===== src/rtl/dff_bank_arbiter.sv =====
// Round-robin arbiter and sequencer that shares one WIDTH-bit D flip-flop bank
// among N_REQ requesters over a req/gnt/ack handshake; every output is registered.
module dff_bank_arbiter #(
  parameter int N_REQ = 4,
  parameter int WIDTH = 8
) (
  input  logic                   clk,
  input  logic                   clr,
  input  logic [N_REQ-1:0]       req,
  input  logic [2*N_REQ-1:0]     op,
  input  logic [WIDTH*N_REQ-1:0] wdata,
  output logic [N_REQ-1:0]       gnt,
  output logic                   ack,
  output logic                   err,
  output logic                   busy,
  output logic                   bank_clr,
  output logic                   bank_st,
  output logic                   bank_ld,
  output logic [WIDTH-1:0]       bank_d
);

  localparam int IDX_W = (N_REQ > 1) ? $clog2(N_REQ) : 1;

  localparam logic [1:0] OP_LOAD  = 2'b00;
  localparam logic [1:0] OP_SET   = 2'b01;
  localparam logic [1:0] OP_CLEAR = 2'b10;
  localparam logic [1:0] OP_BAD   = 2'b11;

  typedef enum logic [1:0] {
    IDLE  = 2'd0,
    GRANT = 2'd1,
    APPLY = 2'd2,
    ACK   = 2'd3
  } state_t;

  state_t             state_q, state_d;
  logic [IDX_W-1:0]   ptr_q, ptr_d;
  logic [IDX_W-1:0]   win_q, win_d;
  logic [1:0]         op_q, op_d;
  logic [WIDTH-1:0]   data_q, data_d;

  logic [N_REQ-1:0]   gnt_q, gnt_d;
  logic               ack_q, ack_d;
  logic               err_q, err_d;
  logic               busy_q, busy_d;
  logic               bank_clr_q, bank_clr_d;
  logic               bank_st_q, bank_st_d;
  logic               bank_ld_q, bank_ld_d;
  logic [WIDTH-1:0]   bank_d_q, bank_d_d;

  logic               found;
  logic [IDX_W-1:0]   pick;
  logic [IDX_W-1:0]   cand;
  logic [1:0]         op_sel;
  logic [WIDTH-1:0]   data_sel;
  logic               apply_d;
  int                 idx;

  // Search upward from ptr, wrapping past N_REQ-1 to 0; first requester found wins.
  always_comb begin
    // NOTE: every combinational output gets a default first so no path leaves it
    // unassigned, which would otherwise infer a latch.
    found = 1'b0;
    pick  = '0;
    cand  = '0;
    idx   = 0;
    for (int i = 0; i < N_REQ; i++) begin
      idx = int'(ptr_q) + i;
      if (idx >= N_REQ) idx = idx - N_REQ;
      cand = IDX_W'(idx);
      if (!found && req[cand]) begin
        found = 1'b1;
        pick  = cand;
      end
    end
  end

  always_comb begin
    op_sel   = '0;
    data_sel = '0;
    for (int i = 0; i < N_REQ; i++) begin
      if (IDX_W'(i) == pick) begin
        op_sel   = op[2*i +: 2];
        data_sel = wdata[WIDTH*i +: WIDTH];
      end
    end
  end

  always_comb begin
    state_d = state_q;
    ptr_d   = ptr_q;
    win_d   = win_q;
    op_d    = op_q;
    data_d  = data_q;
    case (state_q)
      IDLE: begin
        if (found) begin
          win_d   = pick;
          op_d    = op_sel;
          data_d  = data_sel;
          ptr_d   = (pick == IDX_W'(N_REQ - 1)) ? '0 : pick + IDX_W'(1);
          state_d = GRANT;
        end
      end
      // A requester that drops req while granted aborts; ptr stays advanced.
      GRANT:   state_d = req[win_q] ? APPLY : IDLE;
      APPLY:   state_d = ACK;
      ACK:     if (!req[win_q]) state_d = IDLE;
      default: state_d = IDLE;
    endcase
  end

  // Outputs are decoded from the next state so they appear registered in the
  // same cycle the FSM enters that state.
  always_comb begin
    gnt_d = '0;
    for (int i = 0; i < N_REQ; i++) begin
      if (state_d != IDLE && IDX_W'(i) == win_d) gnt_d[i] = 1'b1;
    end
    apply_d    = (state_d == APPLY);
    ack_d      = (state_d == ACK);
    busy_d     = (state_d != IDLE);
    bank_ld_d  = apply_d && (op_d == OP_LOAD);
    bank_st_d  = apply_d && (op_d == OP_SET);
    bank_clr_d = apply_d && (op_d == OP_CLEAR);
    err_d      = apply_d && (op_d == OP_BAD);
    bank_d_d   = apply_d ? data_d : '0;
  end

  always_ff @(posedge clk) begin
    // NOTE: sequential state uses non-blocking assignments so every flop samples
    // the pre-edge value regardless of statement order.
    if (clr) begin
      state_q    <= IDLE;
      ptr_q      <= '0;
      win_q      <= '0;
      op_q       <= '0;
      data_q     <= '0;
      gnt_q      <= '0;
      ack_q      <= 1'b0;
      err_q      <= 1'b0;
      busy_q     <= 1'b0;
      bank_clr_q <= 1'b0;
      bank_st_q  <= 1'b0;
      bank_ld_q  <= 1'b0;
      bank_d_q   <= '0;
    end else begin
      state_q    <= state_d;
      ptr_q      <= ptr_d;
      win_q      <= win_d;
      op_q       <= op_d;
      data_q     <= data_d;
      gnt_q      <= gnt_d;
      ack_q      <= ack_d;
      err_q      <= err_d;
      busy_q     <= busy_d;
      bank_clr_q <= bank_clr_d;
      bank_st_q  <= bank_st_d;
      bank_ld_q  <= bank_ld_d;
      bank_d_q   <= bank_d_d;
    end
  end

  assign gnt      = gnt_q;
  assign ack      = ack_q;
  assign err      = err_q;
  assign busy     = busy_q;
  assign bank_clr = bank_clr_q;
  assign bank_st  = bank_st_q;
  assign bank_ld  = bank_ld_q;
  assign bank_d   = bank_d_q;

endmodule


===== config.mk =====
export PLATFORM = sky130hd
export DESIGN_NAME = dff_bank_arbiter
export DESIGN_NICKNAME = d
export VERILOG_FILES = /design/src/rtl/dff_bank_arbiter.sv
export SDC_FILE = /design/constraint.sdc
export NUM_CORES = 1
export LEC_CHECK = 0
export BUFFER_PORTS_ARGS = -buffer_cell sky130_fd_sc_hd__buf_2
export CORE_MARGIN = 5
export CORE_UTILIZATION = 48
export CTS_CLUSTER_SIZE = 28
export DETAILED_ROUTE_END_ITERATION = 10
export PLACE_DENSITY = 0.89
export SYNTH_ARGS = -nofsm -noshare
export SYNTH_HDL_FRONTEND = slang
export SYNTH_SLANG_ARGS = --single-unit
export TNS_END_PERCENT = 10

===== constraint.sdc =====
create_clock -name clk -period 3.26 [get_ports clk]
set_clock_uncertainty 0.2 [all_clocks]
set_input_delay 0.978 -clock clk [delete_from_list [all_inputs] [get_ports clk]]
set_output_delay 0.978 -clock clk [all_outputs]
set_load 0.005 [all_outputs]

==> results.py <==
metrics = {
    "timing": {
        "grt_setup_unrepaired": "no",
        "setup_viol": 0,
        "slew_violations": 0,
        "final.setup.tns_ns": 0,
        "worstMarginPinSlew_ns": 0.505,
        "finalCriticalPeriod_ns": 3.06,
        "setup_ws_ns": 0.204,
        "maxSlewHeadroom": 0.659,
        "max_freq_mhz": 327,
        "timing.final.hold_violations": 0,
        "finalCritPeriodShare": 0.938,
    },
    "power": {
        "switchingPower_mw": 0.411,
        "switching_share": 0.336,
        "power_density_nw_per_um2": 561,
        "comb_power_share": 0.399,
        "p_int_mw": 0.813,
        "p_clk_frac": 0.196,
        "leakagePower_nw": 1.05,
        "ir_worst_vdd_mv": 0.310,
        "seqPwrFrac": 0.404,
    },
    "logic_synthesis": {
        "syn_inst": 196,
        "ys_async_sr_fraction": 0,
        "synth_nets": 246,
        "yosys_warnings": 0,
        "yosysSeqAreaShare": 0.414,
        "synth_ff_type": "dfxtp_1",
        "syn_area_per_cell_um2": 8.38,
        "ys_types": 38,
        "ys_ff_latch": 34,
        "syn_area_um2": 1640,
        "synth_edf_count": 0,
    },
    "global_routing": {
        "grt_pass1_vias": 1612,
        "antenna_found_initial": 0,
        "grt_first_pass_wirelength_um": 6960,
        "grt_overflow": 0,
        "track_usage": 0.201,
        "grt_max_degree": 20,
    },
    "final_layout": {
        "drive_above_1_share": 0.369,
        "final_cell_area_um2": 2180,
        "mostFrequentLayoutCells": "63 x buf_2, 34 x dfxtp_1, 26 x nor2_1",
        "final_nets": 323,
        "final_common_cell": "buf_2",
        "utilization": 0.654,
        "n_antenna_cell": 0,
        "nFillCells": 299,
        "syn2layout_area_growth_pct": 32.8,
    },
    "worst_setup_path": {
        "slowest_delay_ns": 0.37,
        "cp_max_fo": 5,
        "critical-path-top-delay-family": "compound AO/OA/AOI/OAI gates",
        "crit_top_cell": "buf_4",
        "crit_type": "in2reg",
        "slowest_stage": "a221oi_1",
        "end_kind": "flop",
        "arrival_ns": 3.06,
        "cp.required_ns": 3.26,
        "cp_num_buf_inv": 4,
        "cp-start-kind": "input port",
        "worstPathCellList": "buf_2, or2b_2, a21oi_1, nor4_1, buf_4, inv_1, buf_4, ha_1, nand3b_1, a221oi_1, o22ai_2, nor3b_1",
    },
    "floorplan": {
        "rows": 21,
        "io-pin-count": 64,
        "initial_core_util": 0.492,
        "die_area_um2": 4690,
        "dieHeight_um": 68.5,
        "die_width_um": 68.5,
        "core_area_um2": 3340,
    },
    "run": {
        "cap_violations": 0,
    },
    "cts": {
        "clkTransAtPathRegs_ns": 0.09,
        "cts.sinks": 34,
        "cts_inserted_buffers": 5,
        "cts_buffer_depth": 2,
        "worst_skew_pair.late_latency_ns": 0.33,
        "postCtsSetupRepairBufs": 0,
        "cts_tree": "yes",
        "htree_levels": 2,
        "clk_root_buffer_cell": "clkbuf_4",
    },
    "routing": {
        "drt_wl_total_um": 4420,
        "drt-initial-drc-count": 130,
        "via_per_inst": 5.33,
        "wl_per_cell_um": 13.8,
        "antenna_left": 0,
        "drt-pass1-iter-count": 4,
        "drc": 0,
        "vias": 1704,
    },
    "placed_design": {
        "io_buffers": 63,
        "pre_cts_slack_ns": -0.153,
        "hpwl_um": 3390,
        "place_congestion": 0.874,
        "place_area_um2": 2120,
    },
    "run_status": {
        "outcome": "finished, final reports clean",
    },
    "hold_path": {
        "hold_class": "reg2reg",
    },
}
## power groups by stage
stage	sequential (mW)	combinational, mW	clock [mW]
floorplan	0.499	0.305	0
global placement	0.501	0.471	0
detailed placement	0.503	0.483	0
CTS	0.494	0.486	0.245
global route	0.499	0.546	0.261
finish	0.495	0.489	0.240
## cells by family after synthesis
logic type / share of synthesized area
AO/OA/AOI/OAI: 0.178
adder cells (fa/ha/maj): 0.0305
buffers and inverters: 0.0693
flip-flops: 0.414
multiplexers: 0.0221
AND/OR/NAND/NOR: 0.286
## through the flow
stage               hold slack, ns  total power [mW]  cells
floorplan                    0.266             0.804    196
global placement             0.291             0.972    312
detailed placement           0.292             0.986    312
CTS                          0.314              1.22    320
global route                 0.360              1.31    320
finish                       0.317              1.22    320
## area by class of cell
type                    instances  area (um2)  share of cell area
multi-input cells             135         853               0.391
flip-flops and latches         34         681               0.312
repair buffers                 83         478               0.219
well taps                      46        57.6              0.0264
clock buffers                   7        55.1              0.0252
inverters                      14        52.6              0.0241
clock inverters                 1        5.00             0.00229
## per-layer routing
layer,GRT usage,vias up,part of all wire
li1,-,847,-
met1,0.236,778,0.42
met2,0.335,68,0.47
met3,0.0567,11,0.077
met4,0.0968,0,0.026
met5,0,-,0
## synth_stat cells (all sizes together), types with 2 or more instances
cell type  number  share of area
nor2           26          0.059
nand3b         10          0.046
inv            14          0.032
ha              4          0.030
nand3          10          0.034
nor3            7          0.021
a21oi          17          0.054
o22ai           9          0.038
or2b            5          0.026
o21ai           2         0.0061
a221oi          9          0.048
buf             8          0.026
nor4            2          0.011
clkbuf          5          0.011
nand2          15          0.034
dfxtp          34           0.41
nor3b           5          0.023
## worst paths after layout
path                            startpoint       to  slack, ns  cells after the start
worst max-delay path                req[2]  bank_ld       0.20                     12
worst min-delay path            state_q[1]      ack       0.32                      2
worst max register to register    ptr_q[0]  bank_ld       0.62                     11
worst min register to register  state_q[1]      ack       0.32                      2
## registers in the layout, summed over array words and instances (netlist names)
register and count:
ptr_q 2, gnt 4, bank_d 8, err 1, busy 1, bank_ld 1, state_q 2, win_q 2
bank_st 1, ack 1, op_q 2, bank_clr 1, data_q 8
## worst register-to-register path: stages, from the launching register on
cell and delay, ns:
dfxtp_1 0.36, or2b_2 0.31, a21oi_1 0.19, nor4_1 0.07, buf_4 0.16, inv_1 0.07, buf_4 0.10, ha_1 0.22
nand3b_1 0.10, a221oi_1 0.37, o22ai_2 0.19, nor3b_1 0.18
## repair_timing
item / CTS / global route
hold buffers: 0 / 0
resized for setup: 0 / 1
endpoints found under the setup margin: 0 / 3
hold endpoints to repair: 0 / 0
Power figures use the tool's default switching activity.
